[src/rtl/fft_rot_sequencer.sv]
// rtl/fft_rot_sequencer.sv - stage-major index sequencer driving an external registered rotate-left unit
module fft_rot_sequencer #(
  parameter int N_STAGES = 5
) (
  input  logic       clk,
  input  logic       clr_n,
  input  logic       start,
  input  logic       ready,
  input  logic [4:0] rot_q,
  output logic [4:0] rot_d,
  output logic [2:0] rot_s,
  output logic       rot_clr,
  output logic [4:0] addr,
  output logic       addr_vld,
  output logic [2:0] addr_stage,
  output logic       addr_last,
  output logic       busy,
  output logic       done
);

  typedef enum logic [1:0] {IDLE, RUN, DRAIN} state_e;

  localparam logic [2:0] LAST_STG = 3'(N_STAGES - 1);

  state_e     state_q, state_d;
  logic [4:0] idx_q, idx_d;
  logic [2:0] stg_q, stg_d;
  logic [4:0] last_d_q, last_d_d;
  logic [2:0] last_s_q, last_s_d;
  logic       vld_q, vld_d;
  logic [2:0] stage_q, stage_d;
  logic       lastf_q, lastf_d;
  logic       done_q, done_d;

  logic fire;
  logic final_item;

  // Issue whenever running and the output slot is empty or being drained this cycle.
  assign fire       = (state_q == RUN) && (!vld_q || ready);
  assign final_item = (idx_q == 5'd31) && (stg_q == LAST_STG);

  // While stalled the rotate unit is re-fed the last pair so its registered output holds.
  assign rot_d      = fire ? idx_q : last_d_q;
  assign rot_s      = fire ? stg_q : last_s_q;
  assign rot_clr    = ~clr_n;
  assign addr       = rot_q;
  assign addr_vld   = vld_q;
  assign addr_stage = stage_q;
  assign addr_last  = lastf_q;
  assign busy       = (state_q != IDLE);
  assign done       = done_q;

  // Next-state logic: run control, issue counters and output slot bookkeeping.
  always_comb begin
    state_d  = state_q;
    idx_d    = idx_q;
    stg_d    = stg_q;
    last_d_d = last_d_q;
    last_s_d = last_s_q;
    stage_d  = stage_q;
    lastf_d  = lastf_q;
    done_d   = 1'b0;
    vld_d    = vld_q;

    if (fire) begin
      vld_d = 1'b1;
    end else if (ready) begin
      vld_d = 1'b0;
    end

    case (state_q)
      IDLE: begin
        if (start) begin
          state_d = RUN;
          idx_d   = 5'd0;
          stg_d   = 3'd0;
        end
      end
      RUN: begin
        if (fire) begin
          last_d_d = idx_q;
          last_s_d = stg_q;
          stage_d  = stg_q;
          lastf_d  = final_item;
          idx_d    = idx_q + 5'd1;
          if (idx_q == 5'd31) begin
            stg_d = stg_q + 3'd1;
          end
          if (final_item) begin
            state_d = DRAIN;
          end
        end
      end
      DRAIN: begin
        if (!vld_q || ready) begin
          state_d = IDLE;
          done_d  = 1'b1;
        end
      end
      default: begin
        state_d = IDLE;
      end
    endcase
  end

  // State register with asynchronous clear of the whole run context.
  always_ff @(posedge clk or negedge clr_n) begin
    if (!clr_n) begin
      state_q  <= IDLE;
      idx_q    <= 5'd0;
      stg_q    <= 3'd0;
      last_d_q <= 5'd0;
      last_s_q <= 3'd0;
      vld_q    <= 1'b0;
      stage_q  <= 3'd0;
      lastf_q  <= 1'b0;
      done_q   <= 1'b0;
    end else begin
      state_q  <= state_d;
      idx_q    <= idx_d;
      stg_q    <= stg_d;
      last_d_q <= last_d_d;
      last_s_q <= last_s_d;
      vld_q    <= vld_d;
      stage_q  <= stage_d;
      lastf_q  <= lastf_d;
      done_q   <= done_d;
    end
  end

endmodule

[config.mk]
export PLATFORM = sky130hd
export DESIGN_NAME = fft_rot_sequencer
export DESIGN_NICKNAME = d
export VERILOG_FILES = /design/src/rtl/fft_rot_sequencer.sv
export SDC_FILE = /design/constraint.sdc
export NUM_CORES = 1
export LEC_CHECK = 0
export ABC_AREA = 1
export ABC_CLOCK_PERIOD_IN_PS = 1600
export BUFFER_PORTS_ARGS = -buffer_cell sky130_fd_sc_hd__buf_4
export CORE_UTILIZATION = 54
export CTS_BUF_LIST = sky130_fd_sc_hd__clkbuf_4
export CTS_CLUSTER_DIAMETER = 100
export CTS_CLUSTER_SIZE = 20
export DETAILED_ROUTE_END_ITERATION = 8
export PLACE_DENSITY = 0.79
export SYNTH_ARGS = -nofsm -noshare
export SYNTH_HDL_FRONTEND = slang
export SYNTH_SLANG_ARGS = --single-unit
[constraint.sdc]
create_clock -name clk -period 1.6 [get_ports clk]
set_input_delay 0.24 -clock clk [delete_from_list [all_inputs] [get_ports clk]]
set_output_delay 0.24 -clock clk [all_outputs]
set_load 0.02 [all_outputs]
# After elaboration in Yosys (flattened, before gate mapping)

Cells that the tools add are included.
W data, S select, Z words.

Add/subtract/negate cells: 2
Equality and inequality tests: 9
Multiplexer cells: 18
Bitwise gates (word level): 1
Reductions and logical operators: 12

Operator list:

| kind                  | number |
|---|---|
| $mux W5               | 3 |
| $mux W3               | 4 |
| $pmux W5 S2           | 1 |
| $mux W2               | 4 |
| $ne A2 B2 Y1 const B  | 4 |
| $reduce_and A4 Y1     | 2 |
| $pmux W2 S3           | 1 |
| $pmux W3 S2           | 1 |
| $reduce_bool A2 Y1    | 3 |
| $add A5 B1 Y5 const B | 1 |
| $eq A5 B5 Y1 const B  | 1 |
| $mux W1               | 4 |
| $add A3 B1 Y3 const B | 1 |
| $eq A3 B3 Y1 const B  | 1 |
| $reduce_and A3 Y1     | 1 |
| $eq A2 B1 Y1 const B  | 1 |
| $eq A2 B2 Y1 const B  | 1 |
| $logic_and A1 B1 Y1   | 2 |
| $logic_not A2 Y1      | 1 |
| $ne A2 B1 Y1 const B  | 1 |
| $reduce_and A2 Y1     | 1 |
| $logic_not A1 Y1      | 1 |
| $logic_or A1 B1 Y1    | 1 |
| $not A1 Y1            | 1 |

Bits in registers: 24
Word-level logic and storage cells: 51

# Depth between registers and ports, before layout

Gate-level depths: netlist (run 1).

Depth in word-level cells: 5
Mapped depth: 9
Mapped depth without buffers: 9

# Least setup slack after synthesis (run 1)

No wires, ideal clock.

Path type: register -> register
From: register idx_q[0]
To: register stg_q[0]
Data arrival time: 1.336 ns
Path slack: 0.146 ns
Stages on the path, launching flop included: 10
Path buffers: 0
Period minus slack after synthesis: 1.454 ns
Path through: dfrtp_1 > ha_1 > nand2_1 > nor2_1 > ha_1 > inv_1 > a21oi_1 > nand3_1 > nand2_1 > nand2_1

Word-level cells in the longest chain between the ends: 3

RTL lines:

| item                               | line | text |
|---|---|---|
| start: declaration                 | 26   | `logic [4:0] idx_q, idx_d;` |
| start signal: assignment           | 120  | `idx_q <= idx_d;` |
| $eq A5 B5 Y1                       | 86   | `if (idx_q == 5'd31) begin` |
| $ne A2 B1 Y1 (no source line)      | --   |  |
| $reduce_and A4 Y1 (no source line) | --   |  |
| end signal: assignment             | 121  | `stg_q <= stg_d;` |
| end: declaration                   | 27   | `logic [2:0] stg_q, stg_d;` |

Every way passes these cells.
A chain may end at the register's enable or synchronous reset.

# Worst setup path in the final report (run 1)

From: register state_q[0]
To: output rot_d[2]

Word-level cells in the longest chain between the ends: 3

RTL lines:

| item                     | line | text |
|---|---|---|
| start: declaration       | 25   | `state_e state_q, state_d;` |
| start signal: assignment | 119  | `state_q <= state_d;` |
| $eq A2 B1 Y1             | 39   | `assign fire = (state_q == RUN) && (!vld_q \|\| ready);` |
| $logic_and A1 B1 Y1      | 39   |  |
| $mux W5                  | --   |  |
| end: declaration         | 10   | `output logic [4:0] rot_d,` |

Every way passes these cells.

==> reports/qor.csv, run 1 <==
metric;value;unit
status;complete, but fails checks;
violations;negative setup slack;
dieArea;2360;um^2
cts_root_buffer;clkbuf_4;
synthesis.area;1170;um^2
p_seq_share;30.0;%
post_layout_nonfiller_instances;218;
netlist.area_leader.share;51.3;%
synth_seq_area_share;51.3;%
yosys_most_used_dff;dfrtp_1;
startpoint;state_q[0];
synth_area_leaders;dfrtp_1 (51%), nand2_1 (22%), ha_1 (4.3%), buf_4 (3.8%), inv_1 (3.8%);
r2r_cells;8;
hpwl;1.67;mm
routed_wl;3.54;mm
grt_pass1_wl;4.97;mm
crit_path_end_kind;primary output;
cts_tree;built;
final_nets;205;
grt-ovfl-total;0;
clock_skew;0.0201;ns
vdd_drop_max;1.36;mV
die_height;48.6;um
hold_violations;0;
num_rows;16;
swShare;43.2;%
synth_seq_cells;24;
p_clk_share;13.5;%
drt-pass1-iter-count;4;
routedWlPerCell;16.2;um
power_frac_comb;56.6;%
period_share;110;%
antenna_found_initial;0;
p_leak;1.02;nW
placed_area;1330;um^2
synth_cells;148;
synth_common_cells;nand2_1 (69), dfrtp_1 (24), inv_1 (12);
fp.dieW;48.6;um
vias;1146;
drv_slew;0;
cts_sinks;24;
seqCellArea;604;um^2
cp_data_required_time;1.36;ns
crit_path_start_kind;flop;
grt_pass1_vias;1072;
setup_viol;8;
antenna_cells;0;
ys.warnings.count;0;
post-route-drc-count;0;
power;0.00339;W
drv_cap;0;
async_reset_ff_share;100;%
powerDensity;1950;nW/um^2
core_area;2000;um^2
arrival;1.52;ns
synth_cell_types;17;
grt_max_degree;25;
hold_class;input pin to flop;
drt_iter0_markers;50;
yosysMostFrequentCell;nand2_1;
synth-edff-count;0;
yosysTopAreaCell;dfrtp_1;
maxSlewHeadroom;79.6;%
final_antenna_net_count;0;
clock.fmax;0.567;GHz
vias_per_cell;5.26;
worstSetupPathType;flop to primary output;
syn_nets;161;
worstHoldEndpoint;state_q[0];
clock_latency;0.34;ns
multi_input_area;598;um^2
drive_gt1_share;44.0;%
tightestPinTransition;0.306;ns
placed_cells;192;
numPortBuffers;19;
cts_max_level;1;
fin_ws;-0.163;ns
rrSetupSlack;0.04;ns
path_clk_slew;0.13;ns
grtUsageTotal;28.2;%
rsz0062_at_grt;true;
avgSynthCellArea;7.91;um^2
clockBufferDepth;2;
gp_routability_congestion;0.832;
intPower;0.00192;W
hp-start;start;
syn_to_final_growth;48.0;%
switchingPower;0.00146;W
fillCellCount;85;
min_period;1.76;ns
r2r_end;state_q[1];
postLayoutCellArea;1730;um^2
start_util;58.5;%
num_io_pins;30;
timing.rr.start;state_q[0];
cp_max_fo;7;
cts_buffers;3;
holdPathStages;3;
sequential cells by signal, indices dropped and copies added (netlist names):
register    flops
state_q         2
idx_q           5
last_d_q        5
addr_stage      3
stg_q           3
addr_last       1
done            1
addr_vld        1
last_s_q        3
timing repair:
item,4_1_cts,5_1_grt
gates resized for setup,35,18
setup endpoints to repair,8,12
hold buffers,1,0
buffers inserted,11,9
pin swaps,6,7
cloned,1,0
hold endpoints to repair,24,0
how the worst max path moves through the flow:
stage | endpoint | slack (ns) | cells past startpoint
after floorplan | stg_q[0] | 0.15 | 9
after global placement | stg_q[2] | 0.16 | 9
after detailed placement | stg_q[0] | 0.12 | 9
after CTS | rot_d[3] | -0.07 | 6
after global routing | rot_d[2] | -0.21 | 7
final | rot_d[2] | -0.16 | 7
kinds of logic (layout without fill, tap and decap cells):
family	Yosys count	count (layout)	synth area share, %
flops	24	24	51.3
simple gates	94	94	33.3
buf+inv	20	63	8.33
fa+ha+maj	4	4	4.27
compound gates	6	6	2.78
critical path, cell delays in order (launching register included):
cell and delay (ns):
dfrtp_1 0.41, inv_2 0.07, nor2_4 0.14, nand2_4 0.13, inv_2 0.12, nand2_1 0.11, nand2_2 0.10, buf_6 0.11
cells in the final DEF (no fill, tap or decap), types with 4 or more instances in the layout:
cell type / n
inv_1: 10
nand2_4: 9
buf_6: 10
nor2_1: 11
inv_2: 4
dfrtp_1: 21
nand3_1: 7
buf_4: 32
nand2_2: 12
nand2_1: 49
area by class of cell:
| cell class | count | share of cell area [%] |
|---|---|---|
| timing repair inverter | 1 | 0.217 |
| sequential | 24 | 34.9 |
| timing repair buffer | 44 | 22.1 |
| clock inverter | 1 | 1.73 |
| multi-input combinational | 104 | 34.5 |
| tap | 27 | 1.95 |
| inverter | 14 | 3.32 |
| clock buffer | 3 | 1.30 |
metrics by stage:
stage                     util [%]  TNS, ns  hold WS, ns  worst slack (ns)
after global placement        66.6        0        0.242             0.165
after CTS                     80.1   -0.449        0.130           -0.0699
final                         86.6   -0.867        0.136            -0.163
after floorplan                  -        0      -0.0556             0.146
after global routing          86.6    -1.45        0.145            -0.207
after detailed placement      66.6        0        0.246             0.117
power by group through the flow:
| stage | clock network (W) | registers (W) | logic [W] |
|---|---|---|---|
| floorplan | 0 | 0.000977 | 0.000741 |
| global placement | 0 | 0.000933 | 0.00117 |
| detailed placement | 0 | 0.000947 | 0.00120 |
| CTS | 0.000443 | 0.000960 | 0.00161 |
| global route | 0.000475 | 0.00103 | 0.00208 |
| finish | 0.000456 | 0.00101 | 0.00192 |
layer usage:
metal  part of all wire (%)  global-route usage, %  routed length (um)
met1                     41                   35.0                1440
met4                    2.1                   10.8                  73
met3                    6.5                   4.09                 230
met5                      0                      0                   0
met2                     51                   49.5                1790
Power figures use the tool's default switching activity.
==> inputs of run 2 (changes only) <==
==> constraint.sdc (replaced) <==
create_clock -name clk -period 1.6 [get_ports clk]
set_input_delay 0.32 -clock clk [delete_from_list [all_inputs] [get_ports clk]]
set_output_delay 0.32 -clock clk [all_outputs]
set_load 0.02 [all_outputs]
==> run 2 against run 1 <==
- the run still ends with negative setup slack left
- final cell count fell by 0.92%
- fmax fell by 3.0%
- sequential power barely moved
- combinational power rose by 4%
- routed wire length rose by 8.0%
- power fell by 2.7%
- non-clock buffer count fell by 4
- flip-flop and latch count did not move
- largest power group unchanged
==> reports/qor.csv, run 2 (same netlist as run 1, synthesis figures left out) <==
metric;value;unit
status;complete, but fails checks;
violations;negative setup slack;
dieArea;2360;um^2
clockBufferDepth;2;
drt-pass1-iter-count;4;
multi_input_area;649;um^2
rrSetupSlack;-0.04;ns
final_antenna_net_count;0;
syn_to_final_growth;46.8;%
die_height;48.6;um
cts_root_buffer;clkbuf_4;
grt-ovfl-total;0;
rsz0062_at_grt;true;
final_nets;203;
crit_chain;nor2_4 > nand2_4 > inv_8 > nand2_4 > nand2_2 > buf_6;
slowest_stage;dfrtp_1;
post-route-drc-count;0;
num_rows;16;
vdd_drop_max;1.37;mV
antenna_cells;0;
period_share;114;%
fin_ws;-0.218;ns
r2r_cells;9;
r2r_end;stg_q[2];
mostFrequentLayoutCell;nand2_1;
fillCellCount;81;
layout_common_cells;nand2_1 (47), buf_4 (31), dfrtp_1 (23);
tightestPinTransition;0.304;ns
cts_max_level;1;
routed_wl;3.82;mm
crit_path_end_kind;primary output;
numPortBuffers;19;
clock.fmax;0.550;GHz
worstHoldEndpoint;state_q[0];
vias_per_cell;5.58;
drv_cap;0;
cp_data_required_time;1.28;ns
hp-start;start;
core_area;2000;um^2
cp_slowest_stage_delay;0.44;ns
grt_pass1_wl;4.56;mm
arrival;1.50;ns
cts_sinks;24;
maxSlewHeadroom;79.7;%
drv_slew;0;
worstSetupPathType;flop to primary output;
num_io_pins;30;
hold_violations;0;
crit_path_start_kind;flop;
routedWlPerCell;17.7;um
fp.dieW;48.6;um
timing.rr.start;idx_q[0];
hold_class;input pin to flop;
biggestRegsByFlops;idx_q (5), last_d_q (5);
cts_tree;built;
cpLargestDelayFamily;simple AND/OR/NAND/NOR gates;
cts_buffers;3;
gp_routability_congestion;0.822;
drt_iter0_markers;40;
powerDensity;1920;nW/um^2
grt_max_degree;25;
start_util;58.5;%
dp_slack;0.0506;ns
fin_util;85.9;%
min_period;1.82;ns
p_leak;1.02;nW
cpMostUsedCell;nand2_4;
clock_latency;0.33;ns
vias;1205;
clock_skew;0.00681;ns
cp_num_buf_inv;2;
cp_max_fo;5;
grtUsageTotal;25.6;%
setup_viol;11;
path_clk_slew;0.14;ns
seqCellArea;602;um^2
antenna_found_initial;0;
hpwl;1.72;mm
grt_pass1_vias;998;
drive_gt1_share;43.4;%
holdPathStages;3;
==> run 2: changes by cell type in the layout (fill, tap and decap cells not counted), moves of 2 or more <==
cell	delta
buf_6	-3
dfrtp_1	+2
dfrtp_2	-2
nand2_1	-2
nand2_4	+2
nand2_8	+2
==> run 2: tightest hold or removal path, delay by kind of cell <==
kind                   cells  cell delay (ns)
buffers and inverters      1             0.08
and+or+nand+nor            2             0.10
==> run 2: routing by layer <==
layer	GRT usage, %	share of wire (%)
met1	32.0	35
met2	43.7	49
met3	3.77	7.3
met4	12.3	8.1
met5	0	0
==> run 2: worst max-delay path by stage <==
| stage | start | endpoint | slack (ns) | cells past startpoint |
|---|---|---|---|---|
| 6_report | state_q[1] | rot_d[1] | -0.22 | 6 |
| 5_1_grt | state_q[1] | rot_d[1] | -0.27 | 6 |
| 4_1_cts | state_q[0] | rot_d[0] | -0.17 | 7 |
| 3_5_place_dp | ready | rot_s[2] | 0.05 | 8 |
| 3_3_place_gp | ready | rot_s[0] | 0.09 | 8 |
| 2_1_floorplan | addr_vld | rot_d[3] | 0.07 | 3 |
==> run 2: metrics by stage <==
stage	instance area (um^2)	hold slack, ns	std cells	TNS [ns]	total power [W]
2_1_floorplan	1170	0.0244	148	0	0.00172
3_3_place_gp	1350	0.325	194	0	0.00213
5_1_grt	1720	0.205	216	-2.02	0.00347
3_5_place_dp	1350	0.330	194	0	0.00218
4_1_cts	1480	0.217	206	-1.27	0.00267
6_report	1720	0.198	216	-1.47	0.00330
==> run 2: power breakdown <==
group	switching (W)	internal (W)	total (W)
Sequential	0.000223	0.000798	0.00102
Combinational	0.00114	0.000846	0.00199
Clock	0.000196	0.0000918	0.000288
Total	0.00156	0.00174	0.00330
==> run 2: area by class of cell <==
class,count,area share (%)
Timing Repair inverter,1,0.364
Clock inverter,1,0.218
Clock buffer,3,1.31
Inverter,14,3.49
Sequential cell,24,35.0
Timing Repair Buffer,40,19.9
Tap cell,27,1.97
Multi-Input combinational cell,106,37.8
==> run 2: repair_timing <==
action | in CTS | in global routing
setup buffers | 4 | 10
hold buffers | 1 | 0
gates cloned | 3 | 0
pin swaps | 5 | 17
endpoints found under the hold margin | 24 | 0
endpoints found under the setup margin | 8 | 12
resized for setup | 15 | 43
